## src/rtl/audio_pkg.sv

```systemverilog
// Shared types and constants for the WM8731 audio path.
// FSM encoding, channel ids and default sample width.
package audio_pkg;

  localparam int DEF_DATA_WIDTH = 16;

  localparam logic CH_LEFT  = 1'b0;
  localparam logic CH_RIGHT = 1'b1;

  typedef enum logic [1:0] {
    ALIGN,
    DELAY,
    SHIFT,
    WAIT
  } rx_state_t;

endpackage

```

## src/rtl/sync_edge_det.sv

```systemverilog
// Multi-flop synchroniser for an async level plus
// a one-clk pulse on its rising (or falling) edge.
module sync_edge_det
  import audio_pkg::*;
#(
  parameter int STAGES  = 2,
  parameter bit RISING  = 1'b1
) (
  input  logic clk,
  input  logic rst,
  input  logic d,
  output logic pulse
);

  logic [STAGES-1:0] chain;
  logic              prev;
  logic              q;

  assign q = chain[STAGES-1];

  // shift the async level in; remember last synced value
  always_ff @(posedge clk) begin
    if (rst) begin
      chain <= '0;
      prev  <= 1'b0;
    end else begin
      chain <= {chain[STAGES-2:0], d};
      prev  <= q;
    end
  end

  assign pulse = RISING ? (q & ~prev) : (~q & prev);

endmodule

```

## src/rtl/audio_adc_i2s_rx.sv

```systemverilog
// WM8731 ADC I2S receiver: oversampled serial in,
// one {left,right} word per LRC frame on valid/ready out.
module audio_adc_i2s_rx
  import audio_pkg::*;
#(
  parameter int DATA_WIDTH  = DEF_DATA_WIDTH,
  parameter int SYNC_STAGES = 2
) (
  input  logic                    clk,
  input  logic                    rst,
  input  logic                    bclk,
  input  logic                    adclrc,
  input  logic                    adcdat,
  output logic                    out_valid,
  input  logic                    out_ready,
  output logic [2*DATA_WIDTH-1:0] out_data,
  output logic                    overflow,
  output logic                    frame_err
);

  localparam int CW = $clog2(DATA_WIDTH) + 1;
  localparam logic [CW-1:0] LAST = CW'(DATA_WIDTH - 1);
  localparam logic [CW-1:0] FULL = CW'(DATA_WIDTH);

  logic                   bit_tick;
  logic [SYNC_STAGES-1:0] lrc_sync;
  logic [SYNC_STAGES-1:0] dat_sync;
  logic                   lrc_s;
  logic                   dat_s;
  logic                   lrc_prev;
  logic                   lrc_edge;

  rx_state_t              state, state_n;
  logic [CW-1:0]          bit_cnt, bit_cnt_n;
  logic                   ch, ch_n;
  logic [DATA_WIDTH-1:0]  shreg, shreg_n;
  logic [DATA_WIDTH-1:0]  left_q, left_n;
  logic                   have_left, have_left_n;

  logic                   ch_done;
  logic [DATA_WIDTH-1:0]  ch_word;
  logic                   err;
  logic                   pair_fire;

  logic                   pair_v;
  logic [2*DATA_WIDTH-1:0] pair_q;

  sync_edge_det #(
    .STAGES (SYNC_STAGES),
    .RISING (1'b1)
  ) u_bclk (
    .clk   (clk),
    .rst   (rst),
    .d     (bclk),
    .pulse (bit_tick)
  );

  // lrc/dat chains match the bclk chain depth
  always_ff @(posedge clk) begin
    if (rst) begin
      lrc_sync <= '0;
      dat_sync <= '0;
    end else begin
      lrc_sync <= {lrc_sync[SYNC_STAGES-2:0], adclrc};
      dat_sync <= {dat_sync[SYNC_STAGES-2:0], adcdat};
    end
  end

  assign lrc_s    = lrc_sync[SYNC_STAGES-1];
  assign dat_s    = dat_sync[SYNC_STAGES-1];
  assign lrc_edge = lrc_s ^ lrc_prev;

  // next-state, shift and channel-store decisions
  always_comb begin
    state_n     = state;
    bit_cnt_n   = bit_cnt;
    ch_n        = ch;
    shreg_n     = shreg;
    left_n      = left_q;
    have_left_n = have_left;
    ch_done     = 1'b0;
    ch_word     = '0;
    err         = 1'b0;
    pair_fire   = 1'b0;
    if (bit_tick) begin
      unique case (state)
        ALIGN: begin
          if (lrc_edge && lrc_s == CH_LEFT) begin
            state_n     = DELAY;
            ch_n        = CH_LEFT;
            have_left_n = 1'b0;
          end
        end
        // the LRC-edge bit was the old LSB; this one is the MSB
        DELAY: begin
          if (lrc_edge) begin
            ch_n = lrc_s;
          end else begin
            shreg_n   = {{(DATA_WIDTH-1){1'b0}}, dat_s};
            bit_cnt_n = CW'(1);
            state_n   = SHIFT;
          end
        end
        SHIFT: begin
          if (lrc_edge) begin
            ch_done = 1'b1;
            ch_word = shreg << (FULL - bit_cnt);
            err     = 1'b1;
            ch_n    = lrc_s;
            state_n = DELAY;
          end else begin
            shreg_n   = {shreg[DATA_WIDTH-2:0], dat_s};
            bit_cnt_n = bit_cnt + CW'(1);
            if (bit_cnt == LAST) begin
              ch_done = 1'b1;
              ch_word = {shreg[DATA_WIDTH-2:0], dat_s};
              state_n = WAIT;
            end
          end
        end
        WAIT: begin
          if (lrc_edge) begin
            ch_n    = lrc_s;
            state_n = DELAY;
          end
        end
        default: state_n = ALIGN;
      endcase
    end
    if (ch_done) begin
      if (ch == CH_LEFT) begin
        left_n      = ch_word;
        have_left_n = 1'b1;
      end else if (have_left) begin
        pair_fire   = 1'b1;
        have_left_n = 1'b0;
      end
    end
  end

  // FSM and serial datapath registers
  always_ff @(posedge clk) begin
    if (rst) begin
      state     <= ALIGN;
      bit_cnt   <= '0;
      ch        <= CH_LEFT;
      shreg     <= '0;
      left_q    <= '0;
      have_left <= 1'b0;
      lrc_prev  <= 1'b0;
    end else begin
      state     <= state_n;
      bit_cnt   <= bit_cnt_n;
      ch        <= ch_n;
      shreg     <= shreg_n;
      left_q    <= left_n;
      have_left <= have_left_n;
      if (bit_tick) lrc_prev <= lrc_s;
    end
  end

  // stage the stereo word, then hand it to the output port
  always_ff @(posedge clk) begin
    if (rst) begin
      pair_v    <= 1'b0;
      pair_q    <= '0;
      out_valid <= 1'b0;
      out_data  <= '0;
      overflow  <= 1'b0;
      frame_err <= 1'b0;
    end else begin
      pair_v    <= pair_fire;
      frame_err <= err;
      overflow  <= 1'b0;
      if (pair_fire) pair_q <= {left_q, ch_word};
      if (pair_v) begin
        if (!out_valid || out_ready) begin
          out_data  <= pair_q;
          out_valid <= 1'b1;
        end else begin
          overflow  <= 1'b1;
        end
      end else if (out_valid && out_ready) begin
        out_valid <= 1'b0;
      end
    end
  end

endmodule
```

## config.mk

```make
export PLATFORM = sky130hd
export DESIGN_NAME = audio_adc_i2s_rx
export DESIGN_NICKNAME = d
export VERILOG_FILES = /design/src/rtl/audio_pkg.sv /design/src/rtl/sync_edge_det.sv /design/src/rtl/audio_adc_i2s_rx.sv
export SDC_FILE = /design/constraint.sdc
export NUM_CORES = 1
export LEC_CHECK = 0
export CORE_UTILIZATION = 35
export CTS_CLUSTER_DIAMETER = 50
export CTS_CLUSTER_SIZE = 40
export DETAILED_ROUTE_END_ITERATION = 16
export GPL_TIMING_DRIVEN = 0
export PLACE_DENSITY = 0.58
export SETUP_SLACK_MARGIN = 0.1
export SYNTH_ARGS = -nofsm -noshare
export SYNTH_HDL_FRONTEND = slang
export SYNTH_SLANG_ARGS = --single-unit
```

## constraint.sdc

```tcl
create_clock -name clk -period 2.5 [get_ports clk]
set_input_delay 0.5 -clock clk [delete_from_list [all_inputs] [get_ports clk]]
set_output_delay 0.5 -clock clk [all_outputs]
set_load 0.005 [all_outputs]
```

==> flow_summary.yaml, run 1 <==
outcome:
  status: "finished clean"
sta:
  worstMarginPinSlew_ns: 0.762
  fmax_mhz: 433
  hold_viol_final: 0
  slew_headroom_pct: 49.2
  fin_crit_sh_pct: 92.4
  setup_viol: 0
  fin_skew_ns: 0.00728
  grt_setup_unrepaired: "true"
  fin_crit_ns: 2.31
  maxSlewViolCount: 0
route:
  route.detailed.drc: 0
  drt_pass1_iterations: 5
  via_per_inst: 5.39
  wl_per_cell_um: 17.2
  vias: 4871
  drt_iter0_markers: 337
  detail-route-antenna-nets: 0
  drt_wl_total_mm: 15.5
synth:
  ys_types: 54
  synth_seq_cells: 117
  synth_ff_type: "dfxtp_1"
  syn_area_um2: 5270
  synth_fp_nets: 652
  synth_edf_count: 0
  syn_area_per_cell_um2: 8.28
  yosysWarnings: 0
  postSynthCellCount: 637
  ys_seq_area_share_pct: 44.4
  async_flop_share_pct: 0
power:
  intPower_mw: 3.58
  power_mw: 4.54
  sw_frac_of_total_pct: 21.2
  p_comb_share_pct: 2.0
  p_leak_nw: 2.18
  powerDensity_nw_per_um2: 665
  worst_ir_drop_vdd_uv: 432
  seqPwrFrac_pct: 41.2
  power.share.clock_pct: 56.8
  p_switching_mw: 0.963
finish:
  layout-drive-gt1-share_pct: 14.6
  final_common_cell: "nand2_1"
  fin_nets: 722
  fillers: 1410
  design_area_um2: 6830
  final_cell_mix: "155 x nand2_1, 116 x dfxtp_1, 96 x a21oi_1, 40 x clkdlybuf4s50_1, 32 x nor2_1"
  area_growth_pct: 29.6
  num_antenna_cells: 0
worst_setup_path:
  cp_max_fo: 10
  start_kind: "register"
  crit_path_start: "bit_cnt[0]$_SDFFE_PP0P_"
  cp_cell_sequence: "buf_6, clkinv_4, ha_4, buf_6, mux2i_1, mux2_2, o21ai_0, a221oi_2, a211oi_1"
  cp-end-kind: "register"
  cp.arrival_ns: 2.59
  crit_slowest_cell: "a221oi_2"
  r2r_start: "bit_cnt[0]$_SDFFE_PP0P_"
  slowest_delay_ns: 0.39
  path_class: "register to register"
  reg2reg_depth: 9
  cpMostUsedCell: "buf_6"
  worst_ep_required_time_ns: 2.78
global_route:
  grt_pass1_wl_mm: 25.1
  antenna_found_initial: 0
  track_usage_pct: 20.8
  grt_pass1_vias: 4784
  grt_max_degree: 17
  grt_overflow_total: 0
floorplanning:
  rows: 44
  io_pins: 41
  initial_core_util_pct: 36.1
  dieWidth_um: 125
  die_area_um2: 15600
  chipHeight_um: 125
  core_um2: 14600
clock_tree:
  cts_sinks: 117
  cts_tree: "yes"
  cts_buffers: 17
  clock_latency_ns: 0.43
  cts_root_buf: "clkbuf_16"
  cts_buffer_depth: 2
  cts-htree-levels: 4
  ctsHoldBuffers: 0
  cts.clk_slew.worst_paths_ns: 0.06
worst_hold_path:
  hp-class: "register to register"
  hp-start: "dat_sync[0]$_SDFF_PP0_"
  hold_depth: 1
placed_design:
  place.gp.congestion: 0.908
  dpl_cell_area_um2: 5930
  dp_hpwl_mm: 11.2
  port-buffer-count: 40
flow_run:
  maxCapViolCount: 0
routing by layer:
layer | track usage, % | routed length [µm]
met4 | 8.86 | 367
met5 | 0 | 0
met2 | 34.1 | 7530
met1 | 26.1 | 6990
met3 | 4.64 | 665
kinds of logic (layout without fill, tap and decap cells):
group                    count (synthesis)  after routing  share of synthesized area, %
multiplexers                            33             33                          8.71
buffers and inverters                   58            140                          4.51
flip-flops                             117            117                          44.4
AND/OR/NAND/NOR                        257            257                          21.3
AO/OA/AOI/OAI                          161            161                          18.6
XOR/XNOR                                 2              2                         0.332
adder cells (fa/ha/maj)                  9              9                          2.14
power by group through the flow:
stage / clock network (mW) / logic, mW / registers [mW]
3_5_place_dp: 0 / 0.0847 / 1.91
6_report: 2.58 / 0.0887 / 1.87
5_1_grt: 2.71 / 0.0975 / 1.87
4_1_cts: 2.61 / 0.0871 / 1.87
3_3_place_gp: 0 / 0.0838 / 1.91
2_1_floorplan: 0 / 0.0498 / 1.91
through the flow:
step / utilization (%) / hold WS (ns) / setup WS, ns / std cells / setup TNS [ns]
after floorplan: - / 0.414 / 0.104 / 637 / 0
after global placement: 40.6 / 0.425 / -0.534 / 861 / -12.39
after detailed placement: 40.6 / 0.428 / -0.556 / 861 / -13.07
after CTS: 46.1 / 0.439 / 0.103 / 896 / 0
after global routing: 46.8 / 0.461 / 0.0664 / 903 / 0
final: 46.8 / 0.433 / 0.189 / 903 / 0
critical path: cells and delay by family, from the launching register on:
family	cells	cell delay (ns)
flops	1	0.35
buf+inv	3	0.37
fa+ha+maj	1	0.28
mux	2	0.51
compound gates	3	0.63
final cells by class:
class / instances / area, µm² / share of cell area [%]
multi-input combinational: 462 / 2880 / 42.2
sequential: 117 / 2350 / 34.3
timing repair buffer: 51 / 483 / 7.07
clock buffer: 19 / 443 / 6.48
tap: 184 / 230 / 3.37
buffer: 46 / 220 / 3.22
clock inverter: 12 / 178 / 2.60
inverter: 12 / 50.0 / 0.733
path summary, 6_finish.rpt:
check                           slack (ns)                 endpoint
worst max-delay path                  0.19  pair_q[12]$_SDFFE_PP0P_
worst min-delay path                  0.43   dat_sync[1]$_SDFF_PP0_
worst max register to register        0.19  pair_q[12]$_SDFFE_PP0P_
worst min register to register        0.43   dat_sync[1]$_SDFF_PP0_
registers in the layout, summed over array words and instances, names as in the netlist:
register	cells
state	2
left_q	16
lrc_prev	1
overflow	1
pair_q	32
ch	1
shreg	16
out_data	32
lrc_sync	2
have_left	1
dat_sync	2
pair_v	1
u_bclk.chain	2
frame_err	1
out_valid	1
u_bclk.prev	1
bit_cnt	5
cell usage after synthesis (2+ instances only):
| library cell | instances | share of area [%] |
|---|---|---|
| mux4_2 | 7 | 3.0 |
| nor3b_1 | 3 | 0.43 |
| a21oi_1 | 98 | 9.3 |
| nand3_1 | 31 | 2.9 |
| nor2b_1 | 11 | 1.3 |
| nand3b_1 | 3 | 0.43 |
| inv_1 | 11 | 0.78 |
| ha_1 | 9 | 2.1 |
| clkbuf_1 | 37 | 2.6 |
| and2_1 | 2 | 0.24 |
| a32oi_1 | 3 | 0.50 |
| mux2i_1 | 17 | 3.2 |
| dfxtp_1 | 117 | 44 |
| a211oi_2 | 2 | 0.47 |
| o22ai_1 | 2 | 0.24 |
| nand2b_1 | 4 | 0.47 |
| a311oi_1 | 5 | 0.83 |
| a211oi_1 | 13 | 1.9 |
| nor3_1 | 4 | 0.38 |
| buf_1 | 3 | 0.21 |
| buf_2 | 4 | 0.38 |
| o31ai_1 | 4 | 0.57 |
| nand2_1 | 155 | 11 |
| nor2_1 | 33 | 2.3 |
| mux2_2 | 7 | 1.5 |
| o21ai_0 | 14 | 1.3 |
| mux4_1 | 2 | 1.0 |
| o2bb2ai_1 | 5 | 0.83 |
| a22oi_1 | 4 | 0.57 |
| and3_1 | 2 | 0.24 |
| buf_6 | 2 | 0.43 |
timing repair:
item / 4_1_cts / 5_1_grt
pin swaps: 2 / 3
endpoints found under the setup margin: 48 / 44
gates cloned: 0 / 0
buffers inserted: 4 / 7
gates resized for setup: 34 / 21
Note: power is estimated with default switching activity, not from simulation.
==> run 2: changes to the inputs <==
Settings changed: TNS_END_PERCENT from default to 10.
==> run 2 against run 1 <==
Clock skew grew 0.0033 ns. Die area is the same. Non-clock buffer count shrank 3. Fmax shrank 0.30%. First-iteration DRC count grew 4.2%.
==> flow_summary.yaml, run 2 (synthesis gave the netlist of run 1 again) <==
worst_setup_path:
  worst_path_dominant_cell_family: "multiplexers"
  path_class: "register to register"
  cp-end-kind: "register"
  cp_max_fo: 10
  start_kind: "register"
  crit_slowest_cell: "mux4_2"
  cp.arrival_ns: 2.64
  reg2reg_depth: 9
  critPathBufInv: 3
  cpMostUsedCell: "buf_6"
  cp_cell_sequence: "buf_6, clkinv_4, ha_4, buf_6, mux2i_1, mux4_2, a21oi_2, o31ai_4, a211oi_2"
  slowest_delay_ns: 0.54
  crit_path_start: "bit_cnt[0]$_SDFFE_PP0P_"
  path_depth: 9
  worst_ep_required_time_ns: 2.82
  r2r_start: "bit_cnt[0]$_SDFFE_PP0P_"
global_route:
  grt_pass1_wl_mm: 24.6
  grt_overflow_total: 0
  antenna_found_initial: 0
  use_met3_pct: 4.04
  grt.met2_usage_pct: 34.2
  grt_pass1_vias: 4666
  top_usage_layer: "met2"
  grt_use_met1_pct: 25.4
  track_usage_pct: 20.3
  grt_max_degree: 17
placed_design:
  dp_hpwl_mm: 11.2
  port-buffer-count: 40
  numPlacedInstances: 861
  place.gp.congestion: 0.938
worst_hold_path:
  hp-class: "register to register"
  hold_depth: 1
  hp-start: "lrc_sync[0]$_SDFF_PP0_"
sta:
  hold_viol_final: 0
  setup_viol: 0
  maxSlewViolCount: 0
  worstMarginPinSlew_ns: 0.797
  grt_setup_unrepaired: "true"
  fmax_mhz: 432
  fin_crit_ns: 2.32
  fin_crit_sh_pct: 92.7
  whs_ns: 0.433
  slew_headroom_pct: 46.8
  fin_skew_ns: 0.0106
floorplanning:
  chipHeight_um: 125
  core_um2: 14600
  die_area_um2: 15600
  dieWidth_um: 125
  initial_core_util_pct: 36.1
  io_pins: 41
  rows: 44
power:
  p_leak_nw: 2.18
  powerDensity_nw_per_um2: 664
  worst_ir_drop_vdd_uv: 418
clock_tree:
  cts_buffers: 17
  cts_tree: "yes"
  cts-htree-levels: 4
  cts_root_buf: "clkbuf_16"
  cts_sinks: 117
  cts_buffer_depth: 2
  clock_latency_ns: 0.42
  cts.clk_slew.worst_paths_ns: 0.06
  ctsHoldBuffers: 0
finish:
  num_antenna_cells: 0
  top_regs: "out_data: 32 flops, pair_q: 32 flops"
  fillers: 1410
  final_cells: 901
  layout-drive-gt1-share_pct: 14.9
  fin_nets: 719
  final_cell_mix: "155 x nand2_1, 116 x dfxtp_1, 96 x a21oi_1, 40 x clkdlybuf4s50_1, 32 x nor2_1"
  final_common_cell: "nand2_1"
  area_growth_pct: 30.0
outcome:
  status: "finished clean"
route:
  drt_pass1_iterations: 5
  detail-route-antenna-nets: 0
  drt_wl_total_mm: 15.4
  wl_per_cell_um: 17.1
  vias: 4805
  via_per_inst: 5.33
  route.detailed.drc: 0
  drt_iter0_markers: 351
flow_run:
  maxCapViolCount: 0
-- run 2: layer usage --
| layer | wire [µm] | vias to the layer above | part of all wire (%) |
|---|---|---|---|
| met5 | 0 | - | 0 |
| met4 | 347 | 0 | 2.3 |
| met3 | 801 | 26 | 5.2 |
| met2 | 7430 | 135 | 48 |
| met1 | 6820 | 2280 | 44 |
| li1 | - | 2364 | - |
-- run 2: through the flow --
stage / area (µm²) / worst slack (ns) / TNS (ns) / total power, mW / utilization, %
after global placement: 5910 / -0.607 / -14.86 / 2.00 / 40.5
after detailed placement: 5910 / -0.588 / -15.04 / 2.00 / 40.5
after global routing: 6860 / 0.0731 / 0 / 4.67 / 47.0
final: 6860 / 0.183 / 0 / 4.55 / 47.0
after CTS: 6720 / 0.0763 / 0 / 4.59 / 46.1
after floorplan: 5280 / 0.0750 / 0 / 1.96 / -
-- run 2: power by group --
part	internal [mW]	leakage (nW)	switching (mW)
clock	1.68	0.302	0.912
sequential	1.87	0.944	0.00257
combinational	0.0229	0.933	0.0656
total	3.57	2.18	0.980
-- run 2: path summary, 6_finish.rpt --
path / end / slack [ns]
setup / recovery: left_q[10]$_SDFFE_PP0P_ / 0.18
hold reg to reg: lrc_sync[1]$_SDFF_PP0_ / 0.43
setup reg to reg: left_q[10]$_SDFFE_PP0P_ / 0.18
hold / removal: lrc_sync[1]$_SDFF_PP0_ / 0.43
-- run 2: worst register-to-register path, stage by stage (launching register included) --
cell and delay (ns):
dfxtp_1 0.35, buf_6 0.14, clkinv_4 0.10, ha_4 0.29, buf_6 0.16, mux2i_1 0.12
mux4_2 0.54, a21oi_2 0.18, o31ai_4 0.10, a211oi_2 0.25
-- run 2: layout make-up --
| class | instances | area (µm²) | area share [%] |
|---|---|---|---|
| Clock buffer | 18 | 429 | 6.26 |
| Tap cell | 184 | 230 | 3.36 |
| Buffer | 46 | 223 | 3.25 |
| Multi-Input combinational cell | 462 | 2920 | 42.6 |
| Clock inverter | 14 | 198 | 2.88 |
| Sequential cell | 117 | 2350 | 34.2 |
| Inverter | 12 | 50.0 | 0.730 |
| Timing Repair Buffer | 48 | 460 | 6.72 |
-- run 2: repair_timing --
action,in CTS,in global routing
setup buffers,5,3
gates resized for setup,37,25
pin swaps,5,4
hold endpoints to repair,0,0
endpoints found under the setup margin,48,46
==> run 3: changes to the inputs <==
Settings changed: CORE_UTILIZATION 35 to 52, GPL_ROUTABILITY_DRIVEN from default to 0, PLACE_DENSITY 0.58 to 0.79.
==> run 3 against run 2 <==
Cell count shrank 5.7%. Critical path depth shrank 1. Worst hold slack gained 0.0095 ns. Clock skew shrank 0.0035 ns. Die area shrank 32%. Non-clock buffer count is the same. Sequential power is essentially flat. Total power shrank 2.8%. Clock power shrank 5%. Largest cell class unchanged. Highest routed layer unchanged.
==> flow_summary.yaml, run 3 (synthesis gave the netlist of run 1 again) <==
outcome:
  status: "finished clean"
route:
  wl_per_cell_um: 18.1
  detail-route-antenna-nets: 0
  via_per_inst: 6.13
  drt_pass1_iterations: 7
  drt_wl_total_mm: 15.4
  drt_iter0_markers: 658
  route.detailed.drc: 0
  vias: 5210
clock_tree:
  cts_buffers: 17
  clock_latency_ns: 0.52
  cts-htree-levels: 4
  cts_tree: "yes"
  cts_sinks: 117
  cts_buffer_depth: 2
  cts_root_buf: "clkbuf_8"
  cts.clk_slew.worst_paths_ns: 0.06
  ctsHoldBuffers: 0
finish:
  area_growth_pct: 27.8
  fillers: 755
  regArea_um2: 2350
  final_util_pct: 68.6
  top_regs: "out_data: 32 flops, pair_q: 32 flops"
  fin_nets: 719
  multi_input_area_um2: 2880
  num_antenna_cells: 0
  layout-drive-gt1-share_pct: 15.1
  final_common_cell: "nand2_1"
  final_cell_mix: "155 x nand2_1, 116 x dfxtp_1, 97 x a21oi_1, 40 x clkdlybuf4s50_1, 31 x nor2_1"
floorplanning:
  rows: 36
  die_area_um2: 10500
  core_um2: 9820
  io_pins: 41
  dieWidth_um: 103
  chipHeight_um: 103
  initial_core_util_pct: 53.7
sta:
  slew_headroom_pct: 51.1
  fin_skew_ns: 0.00702
  worstMarginPinSlew_ns: 0.726
  fin_crit_ns: 2.38
  fin_tns_setup_ns: 0
  grt_setup_unrepaired: "true"
  fin_crit_sh_pct: 95.4
  fmax_mhz: 419
  maxSlewViolCount: 0
  hold_viol_final: 0
  setup_viol: 0
worst_setup_path:
  endpoint: "pair_q[10]$_SDFFE_PP0P_"
  slowest_delay_ns: 0.46
  cp-end-kind: "register"
  start_kind: "register"
  cp.arrival_ns: 2.76
  r2r_start: "bit_cnt[0]$_SDFFE_PP0P_"
  path_class: "register to register"
  cp_max_fo: 10
  reg2reg_depth: 8
  worst_ep_required_time_ns: 2.88
  cp_cell_sequence: "buf_6, buf_4, buf_2, nor2_1, a31oi_1, a21oi_1, o31ai_2, a211oi_1"
  r2r_end: "pair_q[10]$_SDFFE_PP0P_"
  crit_slowest_cell: "a31oi_1"
  regToRegSetupSlack_ns: 0.12
  crit_path_start: "bit_cnt[0]$_SDFFE_PP0P_"
worst_hold_path:
  hp-class: "register to register"
flow_run:
  maxCapViolCount: 0
power:
  power_mw: 4.42
  powerDensity_nw_per_um2: 656
  p_leak_nw: 2.16
  worst_ir_drop_vdd_uv: 354
global_route:
  grt_pass1_wl_mm: 24.4
  grt_pass1_vias: 4965
  track_usage_pct: 30.7
  grt_overflow_total: 0
  antenna_found_initial: 0
  grt_max_degree: 17
placed_design:
  port-buffer-count: 40
  dp_hpwl_mm: 10.1
run 3: where the power goes:
| group | total (mW) | switching, mW | internal (mW) |
|---|---|---|---|
| Combinational | 0.0904 | 0.0673 | 0.0231 |
| Sequential | 1.87 | 0.00244 | 1.87 |
| Clock | 2.46 | 0.907 | 1.55 |
| Total | 4.42 | 0.976 | 3.44 |
run 3: what timing repair did:
action	CTS	global route
pin swaps	3	9
resized for setup	31	31
endpoints found under the setup margin	48	50
buffers inserted	4	4
cloned	0	0
run 3: critical path, delay by kind of cell, from the launching register on:
kind | cells | cell delay (ns)
compound gates | 4 | 1.24
simple gates | 1 | 0.13
flops | 1 | 0.35
buf+inv | 3 | 0.53
run 3: cell type report:
cell class	instances	area share, %
well taps	133	2.47
clock buffers	18	6.35
inverters	12	0.743
multi-input cells	462	42.8
flip-flops and latches	117	34.8
plain buffers	46	3.34
clock inverters	14	2.62
repair buffers	48	6.84
run 3: metal layers:
metal / part of all wire, % / GRT usage (%) / vias to the layer above
met5: 0 / 0 / -
met1: 38 / 34.5 / 2414
met4: 5.8 / 20.1 / 0
li1: - / - / 2358
met3: 8.7 / 8.27 / 107
met2: 48 / 51.3 / 331
run 3: worst min path at each step:
| stage | startpoint | endpoint | cells past startpoint |
|---|---|---|---|
| 6_report | u_bclk.chain[0]$_SDFF_PP0_ | u_bclk.chain[1]$_SDFF_PP0_ | 1 |
| 5_1_grt | u_bclk.chain[0]$_SDFF_PP0_ | u_bclk.chain[1]$_SDFF_PP0_ | 1 |
| 4_1_cts | u_bclk.chain[0]$_SDFF_PP0_ | u_bclk.chain[1]$_SDFF_PP0_ | 1 |
| 3_5_place_dp | u_bclk.chain[0]$_SDFF_PP0_ | u_bclk.chain[1]$_SDFF_PP0_ | 1 |
| 3_3_place_gp | u_bclk.chain[0]$_SDFF_PP0_ | u_bclk.chain[1]$_SDFF_PP0_ | 1 |
| 2_1_floorplan | dat_sync[0]$_SDFF_PP0_ | dat_sync[1]$_SDFF_PP0_ | 1 |
run 3: per-stage QoR:
step	hold WS (ns)	setup WS (ns)	cells	instance area (µm²)
3_3_place_gp	0.416	-0.491	810	5850
4_1_cts	0.440	0.0502	846	6610
2_1_floorplan	0.414	0.0750	637	5280
6_report	0.443	0.115	850	6740
5_1_grt	0.458	0.0334	850	6740
3_5_place_dp	0.427	-0.588	810	5850
